$ cat src/rtl/usb_line_encoder_pkg.sv
// usb_line_encoder_pkg: shared line/encoder state enums, default SYNC/stuff/EOP lengths, J/K/SE0 pin encodings
package usb_line_encoder_pkg;
  typedef enum logic [1:0] {LS_J, LS_K, LS_SE0} line_state_t;
  typedef enum logic [2:0] {S_IDLE, S_SYNC, S_DATA, S_STUFF, S_EOP_SE0, S_EOP_J} enc_state_t;
  localparam int USB_SYNC_LEN = 8;
  localparam int USB_STUFF_LIMIT = 6;
  localparam int USB_EOP_SE0 = 2;
  localparam logic [1:0] PINS_J = 2'b10;
  localparam logic [1:0] PINS_K = 2'b01;
  localparam logic [1:0] PINS_SE0 = 2'b00;
  function automatic line_state_t nrzi_toggle(input line_state_t l);
    return l == LS_J ? LS_K : LS_J;
  endfunction
  function automatic logic [1:0] line_pins(input line_state_t l);
    return l == LS_J ? PINS_J : l == LS_K ? PINS_K : PINS_SE0;
  endfunction
endpackage

$ cat src/rtl/usb_line_encoder_if.sv
// usb_line_encoder_if: upstream bit stream (bit_in, sending, pause) plus line pins (dp, dm, oe) and busy; master = source side, slave = encoder
interface usb_line_encoder_if;
  logic bit_in;
  logic sending;
  logic pause;
  logic dp;
  logic dm;
  logic oe;
  logic busy;
  modport master(output bit_in, sending, input pause, dp, dm, oe, busy);
  modport slave(input bit_in, sending, output pause, dp, dm, oe, busy);
endinterface

$ cat src/rtl/usb_line_encoder_counter.sv
// usb_line_encoder_counter: W-bit phase counter; clk, rst, clr (priority), en in; q out
module usb_line_encoder_counter #(
  parameter int W = 4
) (
  input  logic         clk,
  input  logic         rst,
  input  logic         clr,
  input  logic         en,
  output logic [W-1:0] q
);
  logic [W-1:0] q_q, q_d;
  always_comb q_d = clr ? '0 : en ? q_q + W'(1) : q_q;
  always_ff @(posedge clk) q_q <= rst ? '0 : q_d;
  assign q = q_q;
endmodule

$ cat src/rtl/usb_line_encoder.sv
// usb_line_encoder: SYNC + bit stuffing + NRZI + EOP line stage; clk, rst in; bus.slave: bit_in, sending in; pause, dp, dm, oe (registered), busy out
module usb_line_encoder
  import usb_line_encoder_pkg::*;
#(
  parameter int SYNC_LEN = USB_SYNC_LEN,
  parameter int STUFF_LIMIT = USB_STUFF_LIMIT,
  parameter int EOP_SE0 = USB_EOP_SE0
) (
  input logic clk,
  input logic rst,
  usb_line_encoder_if.slave bus
);
  localparam int OW = $clog2(STUFF_LIMIT + 1);
  localparam int CW = $clog2((SYNC_LEN > EOP_SE0 ? SYNC_LEN : EOP_SE0) + 1);
  enc_state_t state_q, state_d;
  line_state_t lvl_q, lvl_d, line;
  logic [OW-1:0] ones_q, ones_d;
  logic [CW-1:0] cnt;
  logic cnt_clr, cnt_en, sync_last, eop_last;
  logic dp_q, dp_d, dm_q, dm_d, oe_q, oe_d;
  usb_line_encoder_counter #(.W(CW)) u_cnt (.clk, .rst, .clr(cnt_clr), .en(cnt_en), .q(cnt));
  assign sync_last = cnt == CW'(SYNC_LEN - 1);
  assign eop_last = cnt == CW'(EOP_SE0 - 1);
  always_comb begin
    state_d = state_q;
    ones_d = ones_q;
    lvl_d = lvl_q;
    line = lvl_q;
    oe_d = 1'b1;
    cnt_clr = 1'b0;
    cnt_en = 1'b0;
    case (state_q)
      S_IDLE: begin
        lvl_d = LS_J;
        line = LS_J;
        oe_d = 1'b0;
        ones_d = '0;
        cnt_clr = 1'b1;
        state_d = bus.sending ? S_SYNC : S_IDLE;
      end
      S_SYNC: begin
        lvl_d = sync_last ? lvl_q : nrzi_toggle(lvl_q);
        line = lvl_d;
        cnt_en = 1'b1;
        cnt_clr = sync_last;
        ones_d = sync_last ? OW'(1) : '0;
        state_d = sync_last ? S_DATA : S_SYNC;
      end
      S_DATA: begin
        // a DATA cycle with no bit already drives the first SE0, so the EOP counter starts at 1
        if (!bus.sending) begin
          line = LS_SE0;
          cnt_en = 1'b1;
          state_d = EOP_SE0 > 1 ? S_EOP_SE0 : S_EOP_J;
        end else begin
          lvl_d = bus.bit_in ? lvl_q : nrzi_toggle(lvl_q);
          line = lvl_d;
          ones_d = bus.bit_in ? ones_q + OW'(1) : '0;
          state_d = bus.bit_in && ones_q == OW'(STUFF_LIMIT - 1) ? S_STUFF : S_DATA;
        end
      end
      S_STUFF: begin
        lvl_d = nrzi_toggle(lvl_q);
        line = lvl_d;
        ones_d = '0;
        state_d = bus.sending ? S_DATA : S_EOP_SE0;
      end
      S_EOP_SE0: begin
        line = LS_SE0;
        cnt_en = 1'b1;
        state_d = eop_last ? S_EOP_J : S_EOP_SE0;
      end
      S_EOP_J: begin
        lvl_d = LS_J;
        line = LS_J;
        state_d = S_IDLE;
      end
      default: state_d = S_IDLE;
    endcase
    {dp_d, dm_d} = line_pins(line);
  end
  always_ff @(posedge clk) begin
    if (rst) begin
      state_q <= S_IDLE;
      ones_q <= '0;
      lvl_q <= LS_J;
      dp_q <= 1'b1;
      dm_q <= 1'b0;
      oe_q <= 1'b0;
    end else begin
      state_q <= state_d;
      ones_q <= ones_d;
      lvl_q <= lvl_d;
      dp_q <= dp_d;
      dm_q <= dm_d;
      oe_q <= oe_d;
    end
  end
  assign bus.pause = state_q != S_DATA;
  assign bus.busy = state_q != S_IDLE;
  assign bus.dp = dp_q;
  assign bus.dm = dm_q;
  assign bus.oe = oe_q;
endmodule

$ cat src/flat_wrapper.sv
// flat-port wrapper written by rule: the top's interface ports become plain ports
module usb_line_encoder_flat import usb_line_encoder_pkg::*;
#(
  parameter int SYNC_LEN = USB_SYNC_LEN,
  parameter int STUFF_LIMIT = USB_STUFF_LIMIT,
  parameter int EOP_SE0 = USB_EOP_SE0
)
  (clk, rst, bus_bit_in, bus_sending, bus_pause, bus_dp, bus_dm, bus_oe, bus_busy);
  usb_line_encoder_if bus_i ();
  input logic clk;
  input logic rst;
  input wire logic [$bits(bus_i.bit_in)-1:0] bus_bit_in;
  input wire logic [$bits(bus_i.sending)-1:0] bus_sending;
  output wire logic [$bits(bus_i.pause)-1:0] bus_pause;
  output wire logic [$bits(bus_i.dp)-1:0] bus_dp;
  output wire logic [$bits(bus_i.dm)-1:0] bus_dm;
  output wire logic [$bits(bus_i.oe)-1:0] bus_oe;
  output wire logic [$bits(bus_i.busy)-1:0] bus_busy;
  assign bus_i.bit_in = bus_bit_in;
  assign bus_i.sending = bus_sending;
  assign bus_pause = bus_i.pause;
  assign bus_dp = bus_i.dp;
  assign bus_dm = bus_i.dm;
  assign bus_oe = bus_i.oe;
  assign bus_busy = bus_i.busy;
  usb_line_encoder #(.SYNC_LEN(SYNC_LEN), .STUFF_LIMIT(STUFF_LIMIT), .EOP_SE0(EOP_SE0)) u_core (.clk(clk), .rst(rst), .bus(bus_i));
endmodule
$ cat config.mk
export PLATFORM = sky130hd
export DESIGN_NAME = usb_line_encoder_flat
export DESIGN_NICKNAME = d
export VERILOG_FILES = /design/src/rtl/usb_line_encoder_pkg.sv /design/src/rtl/usb_line_encoder_if.sv /design/src/rtl/usb_line_encoder_counter.sv /design/src/rtl/usb_line_encoder.sv /design/src/flat_wrapper.sv
export SDC_FILE = /design/constraint.sdc
export NUM_CORES = 1
export LEC_CHECK = 0
export BUFFER_PORTS_ARGS = -buffer_cell sky130_fd_sc_hd__buf_2
export CORE_MARGIN = 4
export CORE_UTILIZATION = 45
export DETAILED_ROUTE_END_ITERATION = 8
export GPL_ROUTABILITY_DRIVEN = 0
export SLEW_MARGIN = 20
export SYNTH_ARGS = -nofsm -noshare
export SYNTH_HDL_FRONTEND = slang
export SYNTH_HIERARCHICAL = 1
export SYNTH_SLANG_ARGS = --single-unit
$ cat constraint.sdc
create_clock -name clk -period 4.02 [get_ports clk]
set_input_delay 0.804 -clock clk [delete_from_list [all_inputs] [get_ports clk]]
set_output_delay 0.804 -clock clk [all_outputs]
set_load 0.01 [all_outputs]
# Yosys cells after proc, flatten, opt, wreduce, memory -nomap -nowiden
# Cells that the tools add are included.
dict set report word_totals {
  regBits 15
  inputBits 4
  out_inout_bits 5
  wordCells 57
}
dict set report classes {
  add_sub_neg 2
  n_eq_ne 11
  mux 23
  reduce_logical 14
}
# op count
set op_table {}
lappend op_table {{one-hot mux 3 bit (5 select lines)} 1}
lappend op_table {{two-way mux 3 bit} 4}
lappend op_table {{two-way mux 2 bit} 5}
lappend op_table {{one-hot mux 2 bit (5 select lines)} 1}
lappend op_table {{OR reduction 2 bit} 5}
lappend op_table {{== test 3 bit (second input constant)} 3}
lappend op_table {{one-hot mux 3 bit (3 select lines)} 1}
lappend op_table {{two-way mux 1 bit} 8}
lappend op_table {{one-hot mux 2 bit (4 select lines)} 1}
lappend op_table {{== test 3 x 2 -> 1 bit (second input constant)} 2}
lappend op_table {{nonzero test 3 bit} 2}
lappend op_table {{adder 4 x 1 -> 4 bit (second input constant)} 1}
lappend op_table {{== test 4 x 1 -> 1 bit (second input constant)} 1}
lappend op_table {{== test 4 x 3 -> 1 bit (second input constant)} 1}
lappend op_table {{zero test 2 bit} 2}
lappend op_table {{one-hot mux 1 bit (2 select lines)} 2}
lappend op_table {{AND reduction 2 bit} 2}
lappend op_table {{nonzero test 4 bit} 1}
lappend op_table {{adder 3 x 1 -> 3 bit (second input constant)} 1}
lappend op_table {{== test 3 x 1 -> 1 bit (second input constant)} 1}
lappend op_table {{zero test 3 bit} 1}
lappend op_table {{!= test 3 x 2 -> 1 bit (second input constant)} 1}
lappend op_table {{== test 2 x 1 -> 1 bit (second input constant)} 1}
lappend op_table {{!= test 2 bit (second input constant)} 1}
lappend op_table {{logical AND 1 bit} 1}

# Longest topological paths before layout
# Gate-level depths: netlist of run 1.
dict set report depth {
  word_depth 7
  ltp_mapped 6
  ltp_nobuf 5
}

# Cells and area by module
# Netlist of run 1, hierarchy kept.
# mod instances cells_each area_each_um2 seq_area_each_um2
set modules_own_cells {}
lappend modules_own_cells {usb_line_encoder 1 83 695.7 220.2}
lappend modules_own_cells {usb_line_encoder_counter 1 17 177.7 80.1}

# Worst setup path after synthesis of run 1
# OpenSTA, ideal clock, no wires.
dict set report synth_path {
  path_kind {input port to flip-flop}
  startpoint {in bus_sending}
  endpoint {reg u_core.u_cnt.q_q[3], in the netlist u_core/u_cnt/q[3]}
  setup_time_ps 123
  arrival_time_ps 1757
  required_ps 3897
  setup_slack_ps 2140
  path_stages 4
  n_path_buf 0
  path_cell_list {nor3b_1 o31a_1 nand4_1 mux2_1}
}
dict set report synth_between {
  elab_chain_len 2
}
# item line
set synth_lines {}
lappend synth_lines {{from (decl)} flat_wrapper.sv:13} ;# input wire logic [$bits(bus_i.sending)-1:0] bus_sending;
lappend synth_lines {{two-way mux 1 bit} usb_line_encoder.sv:51} ;# if (!bus.sending) begin
lappend synth_lines {{one-hot mux 1 bit (2 select lines)} usb_line_encoder.sv:32} ;# case (state_q)
lappend synth_lines {{via u_core.cnt_en} usb_line_encoder.sv:19} ;# logic cnt_clr, cnt_en, sync_last, eop_last;
lappend synth_lines {{to (signal assigned)} usb_line_encoder_counter.sv:13} ;# always_ff @(posedge clk) q_q <= rst ? '0 : q_d;
lappend synth_lines {{to (decl)} usb_line_encoder_counter.sv:11} ;# logic [W-1:0] q_q, q_d;
# The timed path passes the listed nets, and every way through them passes these cells.
# A chain may end at the register's enable or synchronous reset.

# Worst setup path in the final report of run 1
dict set report layout_path {
  startpoint {reg u_core.state_q[2]}
  endpoint {out bus_busy}
}
dict set report layout_between {
  elab_chain_len 1
}
# item line
set layout_lines {}
lappend layout_lines {{from (decl)} usb_line_encoder.sv:15} ;# enc_state_t state_q, state_d;
lappend layout_lines {{from (signal assigned)} usb_line_encoder.sv:91} ;# state_q <= state_d;
lappend layout_lines {{nonzero test 3 bit} usb_line_encoder.sv:100} ;# assign bus.busy = state_q != S_IDLE;
lappend layout_lines {{to (decl)} flat_wrapper.sv:18} ;# output wire logic [$bits(bus_i.busy)-1:0] bus_busy;
# Every way passes these cells.

==> impl_metrics.yaml, run 1 <==
run_status:
  status: "complete, no violations"
worst_setup_path:
  arrival_ns: 1.37
  rr_worst_depth: 4
  cp_max_fo: 17
  cp_top_family: "flip-flops"
  rr_startpoint: "u_core/state_q[1]"
  r2r_slack_ns: 2.23
  r2r_end: "u_core/u_cnt/q[3]"
  critPathKind: "register to primary output"
  crit_buf_inv: 1
  endpoint_kind: "primary output"
  start_kind: "register"
  crit_path_top_delay_cell: "dfxtp_1"
  critPathMaxStageDelay_ns: 0.48
  crit_required_ns: 3.22
  crit_chain: "or3_1, buf_2"
floorplanning:
  num_rows: 15
  dieWidth_um: 52.1
  start_util_pct: 49.0
  dieArea_mm2: 0.00271
  num_io_pins: 9
  die_h_um: 52.1
  core_area_mm2: 0.00178
sta:
  max_freq_mhz: 459
  layout_setup_ws_ns: 1.84
  setup_viol: 0
  slew_headroom_pct: 64.5
  period_needed_ns: 2.18
  worst_slew_pin_slew_ns: 0.532
  maxSlewViolCount: 0
  finClkSkew_ns: 0.00666
  hold_viol_final: 0
  rsz0062_at_grt: "no"
  min_period_over_period_pct: 54.2
  fin_setup_tns_ns: 0
cts:
  cts.path.max_buffers: 2
  root_buffer: "clkbuf_4"
  post_cts_resized: 0
  cts_tree: "yes"
  numCtsBuffers: 3
  hold_buffers: 0
  postCtsSetupBuffers: 0
  cts.htree.levels: 1
  clkTransAtPathRegs_ns: 0.09
  worstSkewPairLatency_ns: 0.29
  cts.sinks: 15
layout:
  fin_nets: 117
  syn_to_final_growth_pct: 8.88
  design_area_um2: 951
  post-route-util_pct: 53.3
  antennaDiodeCount: 0
  final_common_cell: "dfxtp_1"
  fill_cells: 180
  layout-drive-gt1-share_pct: 17.4
  final_cell_mix: "15 x dfxtp_1, 12 x nor2_1, 8 x buf_2, 7 x inv_1, 7 x a21oi_1"
yosys:
  ys_ff_latch: 15
  synth-seq-area-share_pct: 34.4
  yosys.cell_types.count: 43
  syn_nets: 107
  synth_area_leaders: "dfxtp_1 34%, nor2_1 5.2%, ha_1 4.3%, a21oi_1 4.0%, inv_1 3.0%"
  avgSynthCellArea_um2: 8.73
  yosys_warnings: 6
  yosys.area.top_type: "dfxtp_1"
  yosysTopAreaCellShare_pct: 34.4
  synth_cells: 100
  netlist_area_um2: 873
global_routing:
  grt_antenna_before_repair: 0
  grt_max_degree: 18
  grt.overflow.total: 0
  grt_pass1_vias: 644
  grtUsageTotal_pct: 14.8
  grt_pass1_wl_um: 2950
pwr:
  powerDensity_mw_per_mm2: 290
  vdd_drop_max_v: 0.000219
  p_leak_nw: 0.412
  power.total_mw: 0.276
min_path:
  worstHoldPathType: "register to register"
  holdCritStartpoint: "u_core/ones_q[2]"
  min_delay_path_depth: 1
  hold_path_end: "u_core/ones_q[2]"
placement:
  hpwl_um: 1270
  place_area_um2: 925
  port_buffers: 8
  place_ws_ns: 1.87
detailed_routing:
  remaining_drc_errors: 0
  first_pass_iters: 4
  drt_iter0_markers: 12
  vias: 741
  wirelength_um: 1700
  ant_nets: 0
  detail_route.vias_per_cell: 5.53
  wl_per_cell_um: 12.7
flow_run:
  max_cap_viol_count: 0
## cell type report
class / count / area, µm² / area share [%]
Timing Repair Buffer: 8 / 40.0 / 4.21
Inverter: 7 / 26.3 / 2.76
Clock buffer: 4 / 26.3 / 2.76
Tap cell: 25 / 31.3 / 3.29
Sequential cell: 15 / 300 / 31.6
Multi-Input combinational cell: 75 / 527 / 55.4
## routing by layer
metal,GRT usage [%],vias to the layer above,wire length [µm],part of all wire [%]
met5,0,-,0,0
met4,6.99,0,32,1.9
met3,6.30,6,101,5.9
met2,20.7,17,723,42
met1,19.4,326,845,50
li1,-,392,-,-
## cells in the mapped netlist
cell	instances
inv_1	7
a21boi_0	1
nand4b_2	1
o211a_1	1
mux2i_1	2
nand4bb_1	1
o32a_1	1
a41o_1	1
o221ai_1	2
nor3b_1	2
o21ai_2	1
a22o_4	1
or3_1	1
ha_1	3
a311oi_1	1
or2_2	1
buf_2	1
dfxtp_1	15
or3b_4	1
a221o_1	1
and3_1	2
o22ai_1	2
nor3_1	3
a21oi_1	7
nor3b_2	1
buf_4	2
mux2_1	1
nand3_1	1
and2_1	2
o211ai_1	2
nand2_1	5
o31a_1	1
o21ai_0	3
nand2b_2	1
nand2b_1	3
a32oi_1	1
xnor2_1	1
nand3b_1	1
a22oi_1	1
nand4_1	1
a21bo_2	1
and3b_1	1
nor2_1	12
## how the worst max path moves through the flow
stage | from | to | slack, ns | depth (start not counted)
floorplan | bus_sending | u_core/u_cnt/q[3] | 2.14 | 4
global placement | bus_sending | u_core/u_cnt/q[3] | 1.93 | 5
detailed placement | bus_sending | u_core/u_cnt/q[3] | 1.87 | 5
CTS | u_core/state_q[2] | bus_busy | 1.82 | 2
global route | u_core/state_q[2] | bus_busy | 1.72 | 2
finish | u_core/state_q[2] | bus_busy | 1.84 | 2
## registers in the layout (all words and copies together) (netlist names)
signal / flops
u_core/bus.dm: 1
u_core/bus.oe: 1
u_core/lvl_q: 2
u_core/state_q: 3
u_core/bus.dp: 1
u_core/ones_q: 3
u_core/u_cnt/q: 4
## cells by family (layout without fill, tap and decap cells)
family                     after synthesis  count (layout)  synth area share, %
buffers and inverters                   10              19                 5.30
AOI/OAI and AO/OA                       28              28                 24.4
DFF                                     15              15                 34.4
and+or+nand+nor                         40              40                 27.1
adders and majority gates                3               3                 4.30
muxes                                    3               3                 3.58
xor gates and xnor gates                 1               1                 1.00
## worst reg2reg max path: cells and delay by family (launching register included)
family | cells | cell delay (ns)
mux | 1 | 0.32
simple gates | 2 | 0.51
flops | 1 | 0.55
compound gates | 1 | 0.30
## metrics by stage
step / std cells / hold WS [ns]
2_1_floorplan: 100 / 0.442
3_3_place_gp: 130 / 0.473
3_5_place_dp: 130 / 0.480
4_1_cts: 134 / 0.492
5_1_grt: 134 / 0.509
6_report: 134 / 0.487
## where the power goes
part / total, mW / switching (mW) / internal, mW
Clock: 0.0857 / 0.0471 / 0.0386
Combinational: 0.0331 / 0.0190 / 0.0141
Sequential: 0.157 / 0.00439 / 0.152
(Power assumes the default switching activity.)
==> run 2, diff against run 1 <==
--- a/config.mk
+++ b/config.mk
@@ -10,6 +10,7 @@
 export CORE_UTILIZATION = 45
 export DETAILED_ROUTE_END_ITERATION = 8
 export GPL_ROUTABILITY_DRIVEN = 0
+export PLACE_DENSITY = 0.66
 export SLEW_MARGIN = 20
 export SYNTH_ARGS = -nofsm -noshare
 export SYNTH_HDL_FRONTEND = slang
==> constraint.sdc (replaced) <==
create_clock -name clk -period 1.9 [get_ports clk]
set_input_delay 0.38 -clock clk [delete_from_list [all_inputs] [get_ports clk]]
set_output_delay 0.38 -clock clk [all_outputs]
set_load 0.01 [all_outputs]
==> run 2 against run 1 <==
  * Final cell count increased by 0.75%
  * Clock power grew 110%
  * Count of clock-buffer cells in the layout is the same
  * Total power up 110%
  * Non-clock buffer count grew 1
  * Final area increased by 0.79%
  * Global-route usage rose by 0.47 points
  * Combinational power rose by 110%
  * Die area is the same
  * Worst hold slack worse by 0.096 ns
  * Worst setup slack got worse by 1.7 ns
  * Register-to-register slack got worse by 2.1 ns
==> impl_metrics.yaml, run 2 (synthesis results as in run 1) <==
detailed_routing:
  wl_met1_um: 859
  wl_met2_um: 787
  remaining_drc_errors: 0
  wl_per_cell_um: 13.0
  highest_layer: "met4"
  dr_wl_met3_um: 84
  drt_iter0_markers: 27
  wirelength_um: 1760
  ant_nets: 0
  detail_route.vias_per_cell: 5.67
  vias: 765
  first_pass_iters: 4
cts:
  cts.htree.levels: 1
  postCtsSetupBuffers: 0
  root_buffer: "clkbuf_4"
  cts.path.max_buffers: 2
  post_cts_resized: 0
  clkTransAtPathRegs_ns: 0.09
  hold_buffers: 0
  worstSkewPairLatency_ns: 0.28
  numCtsBuffers: 3
  cts_tree: "yes"
  cts.sinks: 15
layout:
  antennaDiodeCount: 0
  layout-drive-gt1-share_pct: 18.2
  largest_register_ffs: 4
  final_common_cell: "dfxtp_1"
  fin_nets: 118
  syn_to_final_growth_pct: 9.74
  final_cell_mix: "15 x dfxtp_1, 12 x nor2_1, 8 x buf_2, 7 x inv_1, 7 x a21oi_1"
sta:
  rsz0062_at_grt: "no"
  layout_setup_ws_ns: 0.140
  max_freq_mhz: 568
  min_period_over_period_pct: 92.6
  worst_slew_pin_slew_ns: 0.365
  setup_viol: 0
  fin_setup_tns_ns: 0
  hold_viol_final: 0
  maxSlewViolCount: 0
  slew_headroom_pct: 75.7
  finClkSkew_ns: 0.00776
  period_needed_ns: 1.76
floorplanning:
  core_area_mm2: 0.00178
  dieArea_mm2: 0.00271
  dieWidth_um: 52.1
  die_h_um: 52.1
  num_io_pins: 9
  start_util_pct: 49.0
  num_rows: 15
global_routing:
  grt_antenna_before_repair: 0
  grt_max_degree: 13
  grt.overflow.total: 0
  grtUsageTotal_pct: 15.3
  grt_pass1_vias: 700
  grt_pass1_wl_um: 3070
pwr:
  powerDensity_mw_per_mm2: 608
  power_frac_clock_pct: 30.9
  p_leak_nw: 0.418
  p_sw_mw: 0.149
  vdd_drop_max_v: 0.000391
  seq_power_share_pct: 57.0
  switching_share_pct: 25.6
  internal-power_mw: 0.434
  combPwrFrac_pct: 12.1
placement:
  place_ws_ns: 0.179
  hpwl_um: 1310
  port_buffers: 8
worst_setup_path:
  rr_worst_depth: 4
  critPathKind: "register to register"
  endpoint_kind: "register"
  rr_startpoint: "u_core/state_q[0]"
  cp_max_fo: 9
  r2r_end: "u_core/u_cnt/q[3]"
  r2r_slack_ns: 0.14
  crit_required_ns: 2.08
  start_kind: "register"
  arrival_ns: 1.94
min_path:
  holdCritStartpoint: "rst"
  worstHoldPathType: "input pin to register"
  min_delay_path_depth: 2
  hold_path_end: "u_core/ones_q[1]"
run_status:
  status: "complete, no violations"
flow_run:
  max_cap_viol_count: 0
run 2: final cells by class:
type | instances | area, µm²
fillers | 170 | 825
multi-input cells | 75 | 527
flip-flops and latches | 15 | 300
repair buffers | 9 | 47.5
well taps | 25 | 31.3
clock buffers | 4 | 26.3
inverters | 7 | 26.3
run 2: critical path, cell delays in order (launching register included):
cell     delay (ns)
dfxtp_1        0.52
or3b_4         0.46
o21ai_0        0.30
nor3b_1        0.10
mux2_1         0.29
run 2: metrics by stage:
stage / hold WS (ns) / util, % / cells / power [mW] / instance area, µm²
final: 0.391 / 53.8 / 135 / 0.583 / 958
after global routing: 0.390 / 53.8 / 135 / 0.610 / 958
after global placement: 0.469 / 52.3 / 131 / 0.408 / 932
after floorplan: 0.442 / - / 100 / 0.387 / 873
after detailed placement: 0.480 / 52.3 / 131 / 0.409 / 932
after CTS: 0.374 / 53.8 / 135 / 0.591 / 958
run 2: metal layers:
metal  GRT usage (%)  up-vias
li1                -      389
met1            19.8      353
met2            23.4       19
met3            3.72        4
met4            7.86        0
met5               0        -
run 2: worst max path at each step:
| stage | endpoint | depth (start not counted) | start | slack [ns] |
|---|---|---|---|---|
| final | u_core/u_cnt/q[3] | 4 | u_core/state_q[0] | 0.14 |
| after global routing | bus_pause | 4 | u_core/state_q[2] | 0.009 |
| after CTS | bus_pause | 4 | u_core/state_q[2] | 0.14 |
| after detailed placement | u_core/u_cnt/q[3] | 4 | u_core/state_q[0] | 0.18 |
| after global placement | u_core/u_cnt/q[3] | 5 | bus_sending | 0.22 |
| after floorplan | u_core/u_cnt/q[3] | 5 | u_core/state_q[2] | 0.33 |
run 2: power groups by stage:
stage          logic, mW  registers [mW]  clock network, mW
2_1_floorplan     0.0516           0.336                  0
3_3_place_gp      0.0696           0.339                  0
3_5_place_dp      0.0698           0.339                  0
4_1_cts           0.0701           0.331              0.189
5_1_grt           0.0789           0.333              0.199
6_report          0.0705           0.332              0.180
==> run 3, diff against run 2 <==
--- a/config.mk
+++ b/config.mk
@@ -6,11 +6,9 @@
 export NUM_CORES = 1
 export LEC_CHECK = 0
 export BUFFER_PORTS_ARGS = -buffer_cell sky130_fd_sc_hd__buf_2
-export CORE_MARGIN = 4
 export CORE_UTILIZATION = 45
 export DETAILED_ROUTE_END_ITERATION = 8
 export GPL_ROUTABILITY_DRIVEN = 0
-export PLACE_DENSITY = 0.66
 export SLEW_MARGIN = 20
 export SYNTH_ARGS = -nofsm -noshare
 export SYNTH_HDL_FRONTEND = slang
==> constraint.sdc (replaced) <==
create_clock -name clk -period 2.2 [get_ports clk]
set_input_delay 0.44 -clock clk [delete_from_list [all_inputs] [get_ports clk]]
set_output_delay 0.44 -clock clk [all_outputs]
set_load 0.01 [all_outputs]
==> run 3 against run 2 <==
  * Final cell count fell by 0.74%
  * Count of clock-buffer cells in the layout did not move
  * Clock skew fell by 0.0032 ns
  * Worst setup slack improved by 0.25 ns
==> impl_metrics.yaml, run 3 (synthesis results as in run 1) <==
run_status:
  status: "complete, no violations"
cts:
  cts.path.max_buffers: 2
  cts_tree: "yes"
  numCtsBuffers: 3
  postCtsSetupBuffers: 0
  worstSkewPairLatency_ns: 0.28
  cts.htree.levels: 1
  root_buffer: "clkbuf_4"
  hold_buffers: 0
  clkTransAtPathRegs_ns: 0.09
  cts.sinks: 15
  post_cts_resized: 0
global_routing:
  grt_antenna_before_repair: 0
  grt_pass1_vias: 644
  grt.overflow.total: 0
  grt_pass1_wl_um: 2850
  grt_max_degree: 18
  grtUsageTotal_pct: 19.2
detailed_routing:
  detail_route.vias_per_cell: 5.65
  drt_iter0_markers: 25
  ant_nets: 0
  wirelength_um: 1780
  remaining_drc_errors: 0
  vias: 757
  first_pass_iters: 4
  wl_per_cell_um: 13.3
sta:
  period_needed_ns: 1.81
  min_period_over_period_pct: 82.1
  max_freq_mhz: 554
  rsz0062_at_grt: "no"
  finClkSkew_ns: 0.00457
  worst_slew_pin_slew_ns: 0.525
  hold_viol_final: 0
  setup_viol: 0
  fin_setup_tns_ns: 0
  maxSlewViolCount: 0
  slew_headroom_pct: 64.9
min_path:
  holdCritStartpoint: "rst"
  worstHoldPathType: "input pin to register"
layout:
  antennaDiodeCount: 0
  largest_register_ffs: 4
  syn_to_final_growth_pct: 8.88
  final_cell_mix: "15 x dfxtp_1, 12 x nor2_1, 8 x buf_2, 7 x inv_1, 7 x a21oi_1"
  layout-drive-gt1-share_pct: 17.4
  fill_cells: 189
  final_common_cell: "dfxtp_1"
  fin_nets: 117
floorplanning:
  start_util_pct: 49.5
  die_h_um: 46.1
  num_rows: 15
  dieArea_mm2: 0.00212
  core_area_mm2: 0.00176
  num_io_pins: 9
  dieWidth_um: 46.1
placement:
  hpwl_um: 1360
  port_buffers: 8
worst_setup_path:
  start_kind: "register"
  critPathMaxStageDelay_ns: 0.48
  rr_startpoint: "u_core/state_q[0]"
  endpoint_kind: "primary output"
  arrival_ns: 1.37
  crit_chain: "or3_1, buf_2"
  cp-startpoint: "u_core/state_q[2]"
  crit_path_top_delay_cell: "dfxtp_1"
  critPathKind: "register to primary output"
  cp_max_fo: 17
  crit_required_ns: 1.76
flow_run:
  max_cap_viol_count: 0
pwr:
  power.total_mw: 0.505
  p_leak_nw: 0.412
  powerDensity_mw_per_mm2: 531
  vdd_drop_max_v: 0.000277
[run 3: changes by cell type in the layout (fill, tap and decap cells not counted)]
cell,change
buf_4,-1
[run 3: where the power goes]
group,switching (mW),internal [mW],leakage [nW]
clock,0.0871,0.0703,0.0150
sequential,0.00816,0.278,0.122
combinational,0.0356,0.0257,0.275
[run 3: final timing paths]
| kind | end | slack, ns | cells after the start |
|---|---|---|---|
| setup / recovery | bus_busy | 0.39 | 2 |
| hold reg to reg | u_core/ones_q[2] | 0.50 | 1 |
| setup reg to reg | u_core/u_cnt/q[3] | 0.44 | 4 |
| hold / removal | u_core/ones_q[2] | 0.46 | 2 |
[run 3: critical path: cells and delay by family, from the launching register on]
family / cells / cell delay, ns
and+or+nand+nor: 1 / 0.46
buffers and inverters: 1 / 0.15
DFF: 1 / 0.48
[run 3: per-stage QoR]
step / hold WS, ns / cells / utilization, % / cell area [µm²] / setup slack (ns)
3_5_place_dp: 0.484 / 130 / 52.4 / 925 / 0.418
4_1_cts: 0.449 / 134 / 53.9 / 951 / 0.380
2_1_floorplan: 0.442 / 100 / - / 873 / 0.626
6_report: 0.464 / 134 / 53.9 / 951 / 0.394
3_3_place_gp: 0.477 / 130 / 52.4 / 925 / 0.479
5_1_grt: 0.448 / 134 / 53.9 / 951 / 0.285
[run 3: cell type report]
cell class,instances,area (µm²),share of cell area (%)
tap,25,31.3,3.29
timing repair buffer,8,40.0,4.21
inverter,7,26.3,2.76
multi-input combinational,75,527,55.4
sequential,15,300,31.6
clock buffer,4,26.3,2.76
[run 3: metal layers]
layer	share of wire [%]	routed length (µm)	track usage, %
met5	0	0	0
met4	0.73	13	8.82
met3	5.2	93	2.35
met2	46	819	29.3
met1	48	855	26.9
